===== src/rtl/record_player_pkg.sv =====
// Shared constants for the note recorder and its playback engine: field widths,
// playback state encoding, the end-of-song marker and the duration rule.
package record_player_pkg;

    localparam int REC_CNT_BITS   = 4;
    localparam int OCTAVE_BITS    = 3;
    localparam int NOTE_BITS      = 4;
    localparam int LENGTH_BITS    = 3;
    localparam int FULL_NOTE_BITS = 3;

    // Holds the largest duration, 1 << (2**FULL_NOTE_BITS - 1) = 128 ticks.
    localparam int REMAIN_BITS    = 8;

    typedef enum logic [1:0] {
        ST_IDLE  = 2'd0,
        ST_FETCH = 2'd1,
        ST_PLAY  = 2'd2,
        ST_DONE  = 2'd3
    } state_e;

    // End-of-song marker: a rest (note 0) with length 0. A rest with a
    // non-zero length is a normal record.
    localparam logic [NOTE_BITS-1:0]   END_NOTE   = '0;
    localparam logic [LENGTH_BITS-1:0] END_LENGTH = '0;

    function automatic logic is_end_marker(input logic [NOTE_BITS-1:0]   note,
                                           input logic [LENGTH_BITS-1:0] length);
        return (note == END_NOTE) && (length == END_LENGTH);
    endfunction

    // Duration in ticks: 1 << (full_note - length), or 1 when length does not
    // fall below full_note. The extra bit keeps the subtraction from wrapping.
    function automatic logic [REMAIN_BITS-1:0] note_duration(
        input logic [FULL_NOTE_BITS-1:0] full_note,
        input logic [LENGTH_BITS-1:0]    length
    );
        logic [FULL_NOTE_BITS:0] fn_x;
        logic [FULL_NOTE_BITS:0] len_x;
        logic [FULL_NOTE_BITS:0] diff;
        fn_x  = (FULL_NOTE_BITS+1)'(full_note);
        len_x = (FULL_NOTE_BITS+1)'(length);
        diff  = fn_x - len_x;
        if (fn_x > len_x) begin
            return REMAIN_BITS'(1) << diff;
        end
        return REMAIN_BITS'(1);
    endfunction

endpackage


===== src/rtl/record_player_tick_prescaler.sv =====
// Duration-tick prescaler: counts 0..TICK_DIV-1 while enabled and emits a
// one-cycle tick on the wrap. clr forces the count back to 0 so every note
// starts on a fresh tick boundary.
module tick_prescaler #(
    parameter int TICK_DIV = 25_000_000
) (
    input  logic clk,
    input  logic rst_n,
    input  logic clr,
    input  logic en,
    output logic tick
);

    localparam int                CNT_BITS = (TICK_DIV > 2) ? $clog2(TICK_DIV) : 1;
    localparam logic [CNT_BITS-1:0] LAST   = CNT_BITS'(TICK_DIV - 1);

    logic [CNT_BITS-1:0] cnt_q;
    logic [CNT_BITS-1:0] cnt_d;

    assign tick = en && (cnt_q == LAST);

    // Next count: clear wins, otherwise advance and wrap while enabled.
    always_comb begin
        // NOTE: cnt_d gets a default first so no path leaves it unassigned (no latch).
        cnt_d = cnt_q;
        if (clr) begin
            cnt_d = '0;
        end else if (en) begin
            cnt_d = tick ? '0 : cnt_q + 1'b1;
        end
    end

    // Count register with synchronous active-low reset.
    always_ff @(posedge clk) begin
        // NOTE: state registers use non-blocking assignments so every flop samples pre-edge values.
        if (!rst_n) begin
            cnt_q <= '0;
        end else begin
            cnt_q <= cnt_d;
        end
    end

endmodule


===== src/rtl/record_player.sv =====
// Playback engine: walks the record memory from index 0, holds each entry on
// the tone-generator outputs for its encoded duration and stops at an end
// marker, the last index, or on stop. All outputs are registered.
// Optional build macro RECORD_PLAYER_GAP_EN: silences note_active during the
// final tick of notes lasting two ticks or more (articulation gap).
module record_player
    import record_player_pkg::*;
#(
    parameter int TICK_DIV = 25_000_000
) (
    input  logic                      clk,
    input  logic                      rst_n,
    input  logic                      start,
    input  logic                      stop,
    input  logic [OCTAVE_BITS-1:0]    octave_r,
    input  logic [NOTE_BITS-1:0]      note_r,
    input  logic [LENGTH_BITS-1:0]    length_r,
    input  logic [FULL_NOTE_BITS-1:0] full_note_r,
    output logic [REC_CNT_BITS-1:0]   rd_cnt,
    output logic                      rd_req,
    output logic [OCTAVE_BITS-1:0]    play_octave,
    output logic [NOTE_BITS-1:0]      play_note,
    output logic                      note_active,
    output logic                      busy,
    output logic                      done
);

`ifdef RECORD_PLAYER_GAP_EN
    localparam logic GAP_EN = 1'b1;
`else
    localparam logic GAP_EN = 1'b0;
`endif

    state_e                   state_q,       state_d;
    logic [REC_CNT_BITS-1:0]  rd_cnt_q,      rd_cnt_d;
    logic [OCTAVE_BITS-1:0]   play_octave_q, play_octave_d;
    logic [NOTE_BITS-1:0]     play_note_q,   play_note_d;
    logic                     note_active_q, note_active_d;
    logic                     busy_q,        busy_d;
    logic                     done_q,        done_d;
    logic [REMAIN_BITS-1:0]   remaining_q,   remaining_d;

    logic tick;
    logic presc_clr;
    logic presc_en;

    // The prescaler only runs in PLAY; any other state holds it at 0 so the
    // first tick of a note lands exactly TICK_DIV cycles after entering PLAY.
    assign presc_en  = (state_q == ST_PLAY);
    assign presc_clr = (state_q != ST_PLAY);

    tick_prescaler #(
        .TICK_DIV (TICK_DIV)
    ) u_tick_prescaler (
        .clk   (clk),
        .rst_n (rst_n),
        .clr   (presc_clr),
        .en    (presc_en),
        .tick  (tick)
    );

    assign rd_cnt      = rd_cnt_q;
    assign rd_req      = busy_q;
    assign play_octave = play_octave_q;
    assign play_note   = play_note_q;
    assign note_active = note_active_q;
    assign busy        = busy_q;
    assign done        = done_q;

    // Next-state and next-output logic; stop overrides every non-IDLE state.
    always_comb begin
        state_d       = state_q;
        rd_cnt_d      = rd_cnt_q;
        play_octave_d = play_octave_q;
        play_note_d   = play_note_q;
        note_active_d = note_active_q;
        busy_d        = busy_q;
        done_d        = 1'b0;
        remaining_d   = remaining_q;

        case (state_q)
            ST_IDLE: begin
                if (start && !stop) begin
                    state_d  = ST_FETCH;
                    rd_cnt_d = '0;
                    busy_d   = 1'b1;
                end
            end

            ST_FETCH: begin
                if (is_end_marker(note_r, length_r)) begin
                    state_d = ST_DONE;
                    busy_d  = 1'b0;
                    done_d  = 1'b1;
                end else begin
                    state_d       = ST_PLAY;
                    remaining_d   = note_duration(full_note_r, length_r);
                    play_octave_d = octave_r;
                    play_note_d   = note_r;
                    note_active_d = (note_r != '0);
                end
            end

            ST_PLAY: begin
                if (tick) begin
                    remaining_d = remaining_q - 1'b1;
                    // Entering the final tick of a note of two or more ticks.
                    if (GAP_EN && (remaining_q == REMAIN_BITS'(2))) begin
                        note_active_d = 1'b0;
                    end
                    if (remaining_q == REMAIN_BITS'(1)) begin
                        play_octave_d = '0;
                        play_note_d   = '0;
                        note_active_d = 1'b0;
                        if (rd_cnt_q == '1) begin
                            // Last index: finish without wrapping the index.
                            state_d = ST_DONE;
                            busy_d  = 1'b0;
                            done_d  = 1'b1;
                        end else begin
                            state_d  = ST_FETCH;
                            rd_cnt_d = rd_cnt_q + 1'b1;
                        end
                    end
                end
            end

            ST_DONE: begin
                state_d = ST_IDLE;
            end

            default: begin
                state_d = ST_IDLE;
            end
        endcase

        if (stop && (state_q != ST_IDLE)) begin
            state_d       = ST_IDLE;
            rd_cnt_d      = '0;
            play_octave_d = '0;
            play_note_d   = '0;
            note_active_d = 1'b0;
            busy_d        = 1'b0;
            done_d        = 1'b0;
            remaining_d   = '0;
        end
    end

    // State and output registers with synchronous active-low reset.
    always_ff @(posedge clk) begin
        if (!rst_n) begin
            state_q       <= ST_IDLE;
            rd_cnt_q      <= '0;
            play_octave_q <= '0;
            play_note_q   <= '0;
            note_active_q <= 1'b0;
            busy_q        <= 1'b0;
            done_q        <= 1'b0;
            remaining_q   <= '0;
        end else begin
            state_q       <= state_d;
            rd_cnt_q      <= rd_cnt_d;
            play_octave_q <= play_octave_d;
            play_note_q   <= play_note_d;
            note_active_q <= note_active_d;
            busy_q        <= busy_d;
            done_q        <= done_d;
            remaining_q   <= remaining_d;
        end
    end

endmodule


===== config.mk =====
export PLATFORM = sky130hd
export DESIGN_NAME = record_player
export DESIGN_NICKNAME = d
export VERILOG_FILES = /design/src/rtl/record_player_pkg.sv /design/src/rtl/record_player_tick_prescaler.sv /design/src/rtl/record_player.sv
export SDC_FILE = /design/constraint.sdc
export NUM_CORES = 1
export LEC_CHECK = 0
export ABC_AREA = 1
export CAP_MARGIN = 40
export CORE_ASPECT_RATIO = 1.75
export CORE_MARGIN = 1.5
export CORE_UTILIZATION = 63
export CTS_BUF_LIST = sky130_fd_sc_hd__clkbuf_2 sky130_fd_sc_hd__clkbuf_4 sky130_fd_sc_hd__clkbuf_8
export CTS_CLUSTER_DIAMETER = 40
export DETAILED_ROUTE_END_ITERATION = 7
export GPL_TIMING_DRIVEN = 0
export PLACE_DENSITY = 0.95
export SLEW_MARGIN = 20
export SYNTH_ARGS = -nofsm -noshare
export SYNTH_HDL_FRONTEND = slang
export SYNTH_SLANG_ARGS = --single-unit

===== constraint.sdc =====
create_clock -name clk -period 5.9 [get_ports clk]
set_clock_uncertainty 0.2 [all_clocks]
set_input_delay 1.18 -clock clk [delete_from_list [all_inputs] [get_ports clk]]
set_output_delay 1.18 -clock clk [all_outputs]
set_load 0.02 [all_outputs]

## After elaboration in Yosys (flattened, before gate mapping)

Index checks and enable logic that the tools add are counted.

| storage, ports and cells | value |
|---|---|
| flip-flop bits (word level) | 49 |
| input port bits | 17 |
| output and inout bits | 15 |
| logic and storage cells | 93 |

| cells by class | value |
|---|---|
| $add $sub $neg | 4 |
| order comparisons | 1 |
| equal/unequal tests | 14 |
| shift operators | 1 |
| multiplexer cells | 43 |
| bitwise gates (word level) | 1 |
| reduce and logical (&&, ||, !) cells | 20 |

Operator list:

| cell | count |
|---|---|
| $mux 8 | 4 |
| $mux 4 | 7 |
| $add 25x1->25 const B | 1 |
| $eq 25x25->1 const B | 1 |
| $mux 25 | 1 |
| $mux 1 | 16 |
| $ne 2x2->1 const B | 8 |
| $pmux 4 s2 | 2 |
| $pmux 8 s2 | 1 |
| $mux 3 | 3 |
| $eq 8x1->1 const B | 1 |
| $mux 2 | 4 |
| $pmux 2 s4 | 1 |
| $shl 1x4->8 const A | 1 |
| $sub 8x1->8 const B | 1 |
| $pmux 3 s2 | 1 |
| $reduce_and 3->1 | 2 |
| $reduce_and 6->1 | 1 |
| $reduce_bool 2->1 | 3 |
| $reduce_and 5->1 | 1 |
| $add 4x1->4 const B | 1 |
| $eq 2x2->1 const B | 2 |
| $eq 4x4->1 const B | 1 |
| $logic_and 1x1->1 | 4 |
| 14 further kinds | 16 |

## Depth between registers and ports, before layout

Gate-level depths: netlist of the first run.

| depth | value |
|---|---|
| word-level depth | 7 |
| depth in mapped cells | 14 |
| depth with buffers taken out | 14 |

## Hierarchy

From an unflattened synthesis of the first run, not the netlist that was laid out.

| unflattened totals | value |
|---|---|
| cells, all modules | 551 |
| area, all modules | 3337.0 um^2 |

Modules (own cells, without submodules):

| module | times used | cells an instance | area each (um^2) | sequential area each (um^2) |
|---|---|---|---|---|
| record_player | 1 | 286 | 1760.4 | 480.5 |
| tick_prescaler | 1 | 265 | 1576.5 | 500.5 |

## Least setup slack after synthesis of the first run

OpenSTA, ideal clock, no wires.

| path | value |
|---|---|
| path type | in2reg |
| start point | input full_note_r[0] |
| end point | register remaining_q[7] |
| setup time | 0.064 ns |
| data arrival time | 2.754 ns |
| required time | 5.636 ns |
| slack | 2.882 ns |
| stages | 13 |
| path buffers | 0 |
| cell sequence | inv_1 -> ha_1 -> inv_1 -> fa_1 -> inv_1 -> fa_1 -> inv_1 -> nand3_1 -> nor2_1 -> nand2_1 -> nand2_1 -> nor2_1 -> nor2_1 |

| on the way | value |
|---|---|
| word-level cells in the longest chain between the ends | 7 |
| elaborated cells between the ends (all ways) | 10 |
| classes of those cells | add/sub (1); order compare (1); shift (1); mux (7) |

RTL lines:

| element | RTL line | source |
|---|---|---|
| from (decl) | record_player.sv:18 | `input logic [FULL_NOTE_BITS-1:0] full_note_r,` |
| $gt 3x3->1 | record_player_pkg.sv:43 | `if (fn_x > len_x) begin` |
| $mux 1 | record_player_pkg.sv:43 |  |
| $mux 1 | record_player.sv:91 | `if (is_end_marker(note_r, length_r)) begin` |
| $mux 1 | record_player.sv:81 | `case (state_q)` |
| $mux 8 * | record_player_pkg.sv:46 | `return REMAIN_BITS'(1);` |
| $mux 8 * | record_player.sv:91 |  |
| $pmux 8 s2 * | record_player.sv:81 |  |
| to (signal assigned) | record_player.sv:168 | `remaining_q <= remaining_d;` |
| to (decl) | record_player.sv:41 | `logic [REMAIN_BITS-1:0] remaining_q, remaining_d;` |

Mark *: on every way between the ends. The rest lies on a longest branch, timed or not. The select of a mux whose other input is x is not followed.
A chain may end at the register's enable or synchronous reset.

## Final worst setup path of the first run

| path | value |
|---|---|
| start point | input length_r[0] |
| end point | register remaining_q[7] |

| on the way | value |
|---|---|
| word-level cells in the longest chain between the ends | 7 |
| elaborated cells between the ends (all ways) | 14 |
| classes of those cells | add/sub (1); order compare (1); eq/ne (1); shift (1); mux (7); reduce/logical (3) |

RTL lines:

| element | RTL line | source |
|---|---|---|
| from (decl) | record_player.sv:17 | `input logic [LENGTH_BITS-1:0] length_r,` |
| $gt 3x3->1 | record_player_pkg.sv:43 |  |
| $mux 1 | record_player_pkg.sv:43 |  |
| $mux 1 | record_player.sv:91 |  |
| $mux 1 | record_player.sv:81 |  |
| $mux 8 | record_player_pkg.sv:46 |  |
| $mux 8 | record_player.sv:91 |  |
| $pmux 8 s2 | record_player.sv:81 |  |

Several ways; a longest one is shown, not always the timed one. The select of a mux whose other input is x is not followed.

==> results.py, run 1 <==
metrics = {
    "outcome": {
        "run_status": "complete, no violations",
    },
    "routing": {
        "ant_nets": 0,
        "drtPass1Iterations": 4,
        "vias_per_cell": 5.55,
        "vias": 2875,
        "wire_per_inst_um": 13.1,
        "drc_errors": 0,
        "drt-initial-drc-count": 105,
        "drt_wl_total_um": 6790,
    },
    "worst_setup_path": {
        "critical-path-slowest-cell": "clkdlybuf4s50_1",
        "critPathMaxStageDelay_ns": 0.48,
        "timing.rr.start": "state_q[1]",
        "critPathTopFamily": "adder cells",
        "r2r_slack_ns": 3.69,
        "path_max_fanout": 3,
        "path_class": "in2reg",
        "r2r_end": "note_active",
        "worst-path-buf-inv": 4,
        "crit_path_end_kind": "flop",
        "critPathLaunchType": "input port",
        "required_ns": 5.94,
        "reg2reg_depth": 7,
        "cp_data_arrival_time_ns": 3.46,
        "path_cells": "clkdlybuf4s50_1 > ha_1 > inv_1 > fa_1 > inv_1 > fa_1 > inv_1 > nand3_1 > nor2_1 > nand2_1 > nand2_1 > nor2_1 > nor2_1",
    },
    "final_layout": {
        "drive_gt1_frac": 0.0597,
        "nFillCells": 336,
        "seq_area_um2": 981,
        "area_delta_synth_final_pct": 16.4,
        "final_nets": 498,
        "design_area_um2": 3240,
        "stdcell_count": 518,
        "layout_common_cells": "nand2_1 (109), nor2_1 (70), inv_1 (55)",
        "diodes": 0,
        "final_common_cell": "nand2_1",
        "multi_input_area_um2": 1540,
    },
    "grt": {
        "grt_antenna_before_repair": 0,
        "grt_pass1_vias": 2808,
        "grt_overflow_total": 0,
        "grt_first_pass_wirelength_um": 11600,
        "grt_max_degree": 15,
        "track_usage": 0.308,
    },
    "timing": {
        "setup_viol": 0,
        "timing.final.max_slew_violations": 0,
        "max_freq_mhz": 293,
        "slew_headroom": 0.679,
        "worst_pin_slew_ns": 0.477,
        "tns_ns": 0,
        "period_share": 0.579,
        "finalHoldViolCount": 0,
        "rsz0062_at_grt": "no",
        "period_minus_slack_ns": 3.42,
    },
    "worst_hold_path": {
        "min_from": "remaining_q[1]",
        "hold_class": "reg2reg",
        "min_to": "remaining_q[1]",
        "hold_depth": 2,
    },
    "floorplan": {
        "row_count": 31,
        "coreArea_um2": 4190,
        "dieWidth_um": 53.3,
        "ioPinCount": 32,
        "die-area_um2": 4840,
        "start_util": 0.665,
        "fp.dieH_um": 91.0,
    },
    "placed_design": {
        "place_congestion": 0.912,
        "place_hpwl_um": 5310,
        "io_buffers": 31,
        "place_area_um2": 3160,
        "dp.cells": 510,
    },
    "pwr": {
        "powerDensity_nw_per_um2": 322,
        "irDropWorstVdd_uv": 234,
        "leakagePower_nw": 1.34,
    },
    "synthesis": {
        "avgSynthCellArea_um2": 6.48,
        "syn-num-nets": 460,
        "ys_ff_latch": 49,
        "postSynthCellCount": 430,
        "synth_warnings": 0,
        "yosysTopAreaCell": "dfxtp_1",
        "yosysSeqAreaShare": 0.352,
        "synthDistinctLibCells": 27,
        "synth_top_area_share": 0.352,
        "syn-cell-area_um2": 2790,
        "synthTopCellsByArea": "dfxtp_1 (35%), nand2_1 (15%), nor2_1 (9.4%), inv_1 (7.4%), a21oi_1 (6.1%)",
    },
    "cts": {
        "postCtsSetupBuffers": 0,
        "root_buffer": "clkbuf_8",
        "cts_buffers": 5,
        "cts_max_path_buffers": 2,
        "cts_sinks": 49,
        "cts_tree": "yes",
        "clock_latency_ns": 0.30,
        "holdBufCountCts": 0,
        "cts_max_level": 2,
        "ctsResizeCount": 0,
        "cts.clk_slew.worst_paths_ns": 0.09,
    },
    "flow_run": {
        "maxCapViolCount": 0,
    },
}
flip-flops by register name, summed over array words and instances (netlist names):
name                    cells
u_tick_prescaler.cnt_q     25
remaining_q                 8
play_note                   4
rd_cnt                      4
play_octave                 3
state_q                     2
busy                        1
done                        1
note_active                 1
layer usage:
metal / vias up / part of all wire / track usage / routed length (um)
li1: 1446 / - / - / -
met1: 1316 / 0.35 / 0.301 / 2390
met2: 89 / 0.58 / 0.553 / 3910
met3: 24 / 0.038 / 0.0609 / 256
met4: 0 / 0.035 / 0.184 / 239
met5: - / 0 / 0 / 0
final cells by class:
class,count,share of cell area
multi-input cells,317,0.475
flip-flops and latches,49,0.302
repair buffers,31,0.0957
inverters,56,0.0648
clock buffers,6,0.0235
well taps,49,0.0189
plain buffers,8,0.0162
clock inverters,2,0.00309
power by group:
| group | leakage (nW) | total, W | switching (W) | internal [W] |
|---|---|---|---|---|
| sequential | 0.397 | 0.000403 | 0.0000309 | 0.000372 |
| clock | 0.0484 | 0.000194 | 0.000107 | 0.0000870 |
| combinational | 0.900 | 0.000447 | 0.000279 | 0.000168 |
| total | 1.34 | 0.00104 | 0.000417 | 0.000627 |
worst max path at each step:
stage | slack (ns) | cells past startpoint | endpoint | from
3_5_place_dp | 2.17 | 13 | remaining_q[7] | length_r[0]
5_1_grt | 2.32 | 13 | remaining_q[5] | length_r[0]
3_3_place_gp | 2.20 | 13 | remaining_q[7] | length_r[0]
2_1_floorplan | 2.88 | 13 | remaining_q[7] | full_note_r[0]
6_report | 2.48 | 13 | remaining_q[7] | length_r[0]
4_1_cts | 2.48 | 13 | remaining_q[7] | length_r[0]
worst reg2reg max path: cells and delay by family, from the launching register on:
kind / cells / cell delay, ns
AO/OA/AOI/OAI: 2 / 0.57
buffers and inverters: 4 / 0.79
adder cells (fa/ha/maj): 1 / 0.22
flip-flops: 1 / 0.35
logic make-up (layout without fill, tap and decap cells):
logic type      after synthesis  count (layout)  synth area share
fa+ha+maj                    13              13            0.0638
xor+xnor                      6               6            0.0189
buf+inv                      64             103            0.0943
compound gates               59              59             0.113
flops                        49              49             0.352
simple gates                239             239             0.358
per-stage QoR:
step	total power [W]	hold slack (ns)	util	setup slack [ns]
after global placement	0.000831	0.233	0.754	2.20
after floorplan	0.000713	0.218	-	2.88
after global routing	0.00113	0.284	0.774	2.32
final	0.00104	0.266	0.774	2.48
after CTS	0.00104	0.265	0.774	2.48
after detailed placement	0.000850	0.252	0.754	2.17
synth_stat cells:
library cell	count
nand2_1	109
nor2_1	70
inv_1	55
dfxtp_1	49
a21oi_1	34
nand3_1	32
o21ai_0	18
nor3_1	12
ha_1	11
nand4_1	6
xor2_1	6
nand2_2	4
nor2_2	4
buf_2	3
buf_4	3
fa_1	2
o21ai_2	2
a21oi_2	1
a31oi_1	1
and3_1	1
buf_6	1
clkbuf_1	1
inv_2	1
nand2_4	1
o21a_1	1
o21bai_1	1
o22ai_1	1
No activity file was read; power rests on OpenSTA's default activity.
==> run 2, diff against run 1 <==
Settings changed: CORE_UTILIZATION 63 to 58, PLACE_DENSITY 0.95 to 0.93.
Clock period 5.9 ns to 3.2 ns, I/O delays scaled along.
==> results.py, run 2 (same netlist as run 1, synthesis figures left out) <==
metrics = {
    "worst_setup_path": {
        "path_class": "in2reg",
        "path_max_fanout": 3,
        "path_cells": "clkdlybuf4s50_1 > ha_1 > inv_1 > fa_1 > inv_1 > fa_1 > inv_1 > nand3_1 > nor2_1 > nand2_1 > nand2_1 > nor2_1 > nor2_1",
        "critPathTopFamily": "adder cells",
        "crit_path_end_kind": "flop",
        "critPathMaxStageDelay_ns": 0.48,
        "critPathLaunchType": "input port",
        "cp_data_arrival_time_ns": 2.94,
        "critical-path-slowest-cell": "clkdlybuf4s50_1",
        "worst-path-buf-inv": 4,
        "required_ns": 3.25,
    },
    "routing": {
        "vias": 2812,
        "top_layer_used": "met4",
        "drtPass1Iterations": 5,
        "ant_nets": 0,
        "drc_errors": 0,
        "drt-initial-drc-count": 103,
        "dr_wl_met3_um": 193,
        "wl_met2_um": 3810,
        "wire_per_inst_um": 12.8,
        "drt-met1-wl_um": 2400,
        "vias_per_cell": 5.40,
        "drt_wl_total_um": 6690,
    },
    "placed_design": {
        "place_hpwl_um": 5250,
        "place_congestion": 0.948,
        "io_buffers": 31,
    },
    "outcome": {
        "run_status": "complete, no violations",
    },
    "final_layout": {
        "area_delta_synth_final_pct": 18.4,
        "final_common_cell": "nand2_1",
        "largest_reg_flops": 25,
        "reg.largest.list": "u_tick_prescaler.cnt_q (25), remaining_q (8)",
        "nFillCells": 406,
        "drive_gt1_frac": 0.0597,
        "diodes": 0,
        "layout_common_cells": "nand2_1 (109), nor2_1 (70), inv_1 (55)",
        "utilization": 0.707,
        "final_nets": 498,
        "top_register": "u_tick_prescaler.cnt_q",
    },
    "cts": {
        "cts_buffers": 5,
        "holdBufCountCts": 0,
        "cts_max_level": 2,
        "root_buffer": "clkbuf_8",
        "postCtsSetupBuffers": 0,
        "clock_latency_ns": 0.31,
        "cts.clk_slew.worst_paths_ns": 0.09,
        "cts_sinks": 49,
        "cts_max_path_buffers": 2,
        "cts_tree": "yes",
        "ctsResizeCount": 0,
    },
    "grt": {
        "track_usage": 0.263,
        "grt_pass1_vias": 2657,
        "grt_first_pass_wirelength_um": 11000,
        "grt_overflow_total": 0,
        "grt_max_degree": 17,
        "grt_antenna_before_repair": 0,
    },
    "flow_run": {
        "maxCapViolCount": 0,
    },
    "floorplan": {
        "row_count": 33,
        "start_util": 0.597,
        "ioPinCount": 32,
        "fp.dieH_um": 94.7,
        "die-area_um2": 5240,
        "dieWidth_um": 55.4,
        "coreArea_um2": 4670,
    },
    "timing": {
        "period_minus_slack_ns": 2.90,
        "setup_viol": 0,
        "finalHoldViolCount": 0,
        "rsz0062_at_grt": "no",
        "slew_headroom": 0.688,
        "period_share": 0.905,
        "max_freq_mhz": 345,
        "timing.final.max_slew_violations": 0,
        "worst_pin_slew_ns": 0.468,
    },
    "worst_hold_path": {
        "hold_class": "reg2reg",
    },
    "pwr": {
        "finalPower_w": 0.00209,
        "leakagePower_nw": 1.37,
        "powerDensity_nw_per_um2": 633,
        "irDropWorstVdd_uv": 548,
    },
}
## run 2: cell count changes in the layout (fill, tap and decap cells not counted), sizes merged
| cell | before | now |
|---|---|---|
| bufinv | 0 | 2 |
| clkbuf | 7 | 6 |
| clkinv | 2 | 0 |
| inv | 56 | 57 |
## run 2: worst paths after layout
| check | end | depth (start not counted) | slack, ns | start |
|---|---|---|---|---|
| setup / recovery | remaining_q[7] | 13 | 0.30 | length_r[0] |
| hold / removal | u_tick_prescaler.cnt_q[0] | 1 | 0.25 | u_tick_prescaler.cnt_q[0] |
| setup reg to reg | play_octave[0] | 7 | 1.02 | state_q[0] |
| hold reg to reg | u_tick_prescaler.cnt_q[0] | 1 | 0.25 | u_tick_prescaler.cnt_q[0] |
## run 2: where the power goes
group / internal, W / switching, W / total [W]
logic: 0.000309 / 0.000507 / 0.000816
registers: 0.000686 / 0.0000566 / 0.000742
clock network: 0.000315 / 0.000215 / 0.000530
## run 2: per-layer routing
metal	vias to the layer above	track usage
met1	1290	0.239
met3	27	0.0370
met4	0	0.165
met5	-	0
met2	59	0.529
li1	1436	-
## run 2: area by class of cell
class	instances	area [um2]	share of cell area
multi-input combinational	317	1540	0.467
sequential	49	981	0.297
timing repair buffer	31	310	0.0941
inverter	56	210	0.0637
clock buffer	5	68.8	0.0209
clock inverter	3	68.8	0.0209
tap	52	65.1	0.0197
buffer	8	52.6	0.0159
## run 2: per-stage QoR
step                instance area, um2  instances  setup WS (ns)  TNS (ns)  hold slack (ns)
global placement                  3160        513         0.0637         0            0.227
floorplan                         2790        430          0.722         0            0.218
finish                            3300        521          0.305         0            0.253
global route                      3300        521          0.126         0            0.290
CTS                               3300        521          0.311         0            0.254
detailed placement                3160        513       -0.00130  -0.00130            0.239
## run 2: worst reg2reg max path: cells and delay by family (launching register included)
kind	cells	cell delay [ns]
flops	1	0.44
buf+inv	3	0.52
simple gates	2	0.50
fa+ha+maj	1	0.27
compound gates	1	0.17
==> run 3, diff against run 2 <==
Settings changed: ABC_CLOCK_PERIOD_IN_PS set to 3200.
==> results of run 3 <==
The final DEF is identical to that of run 2; final timing and power are the same.
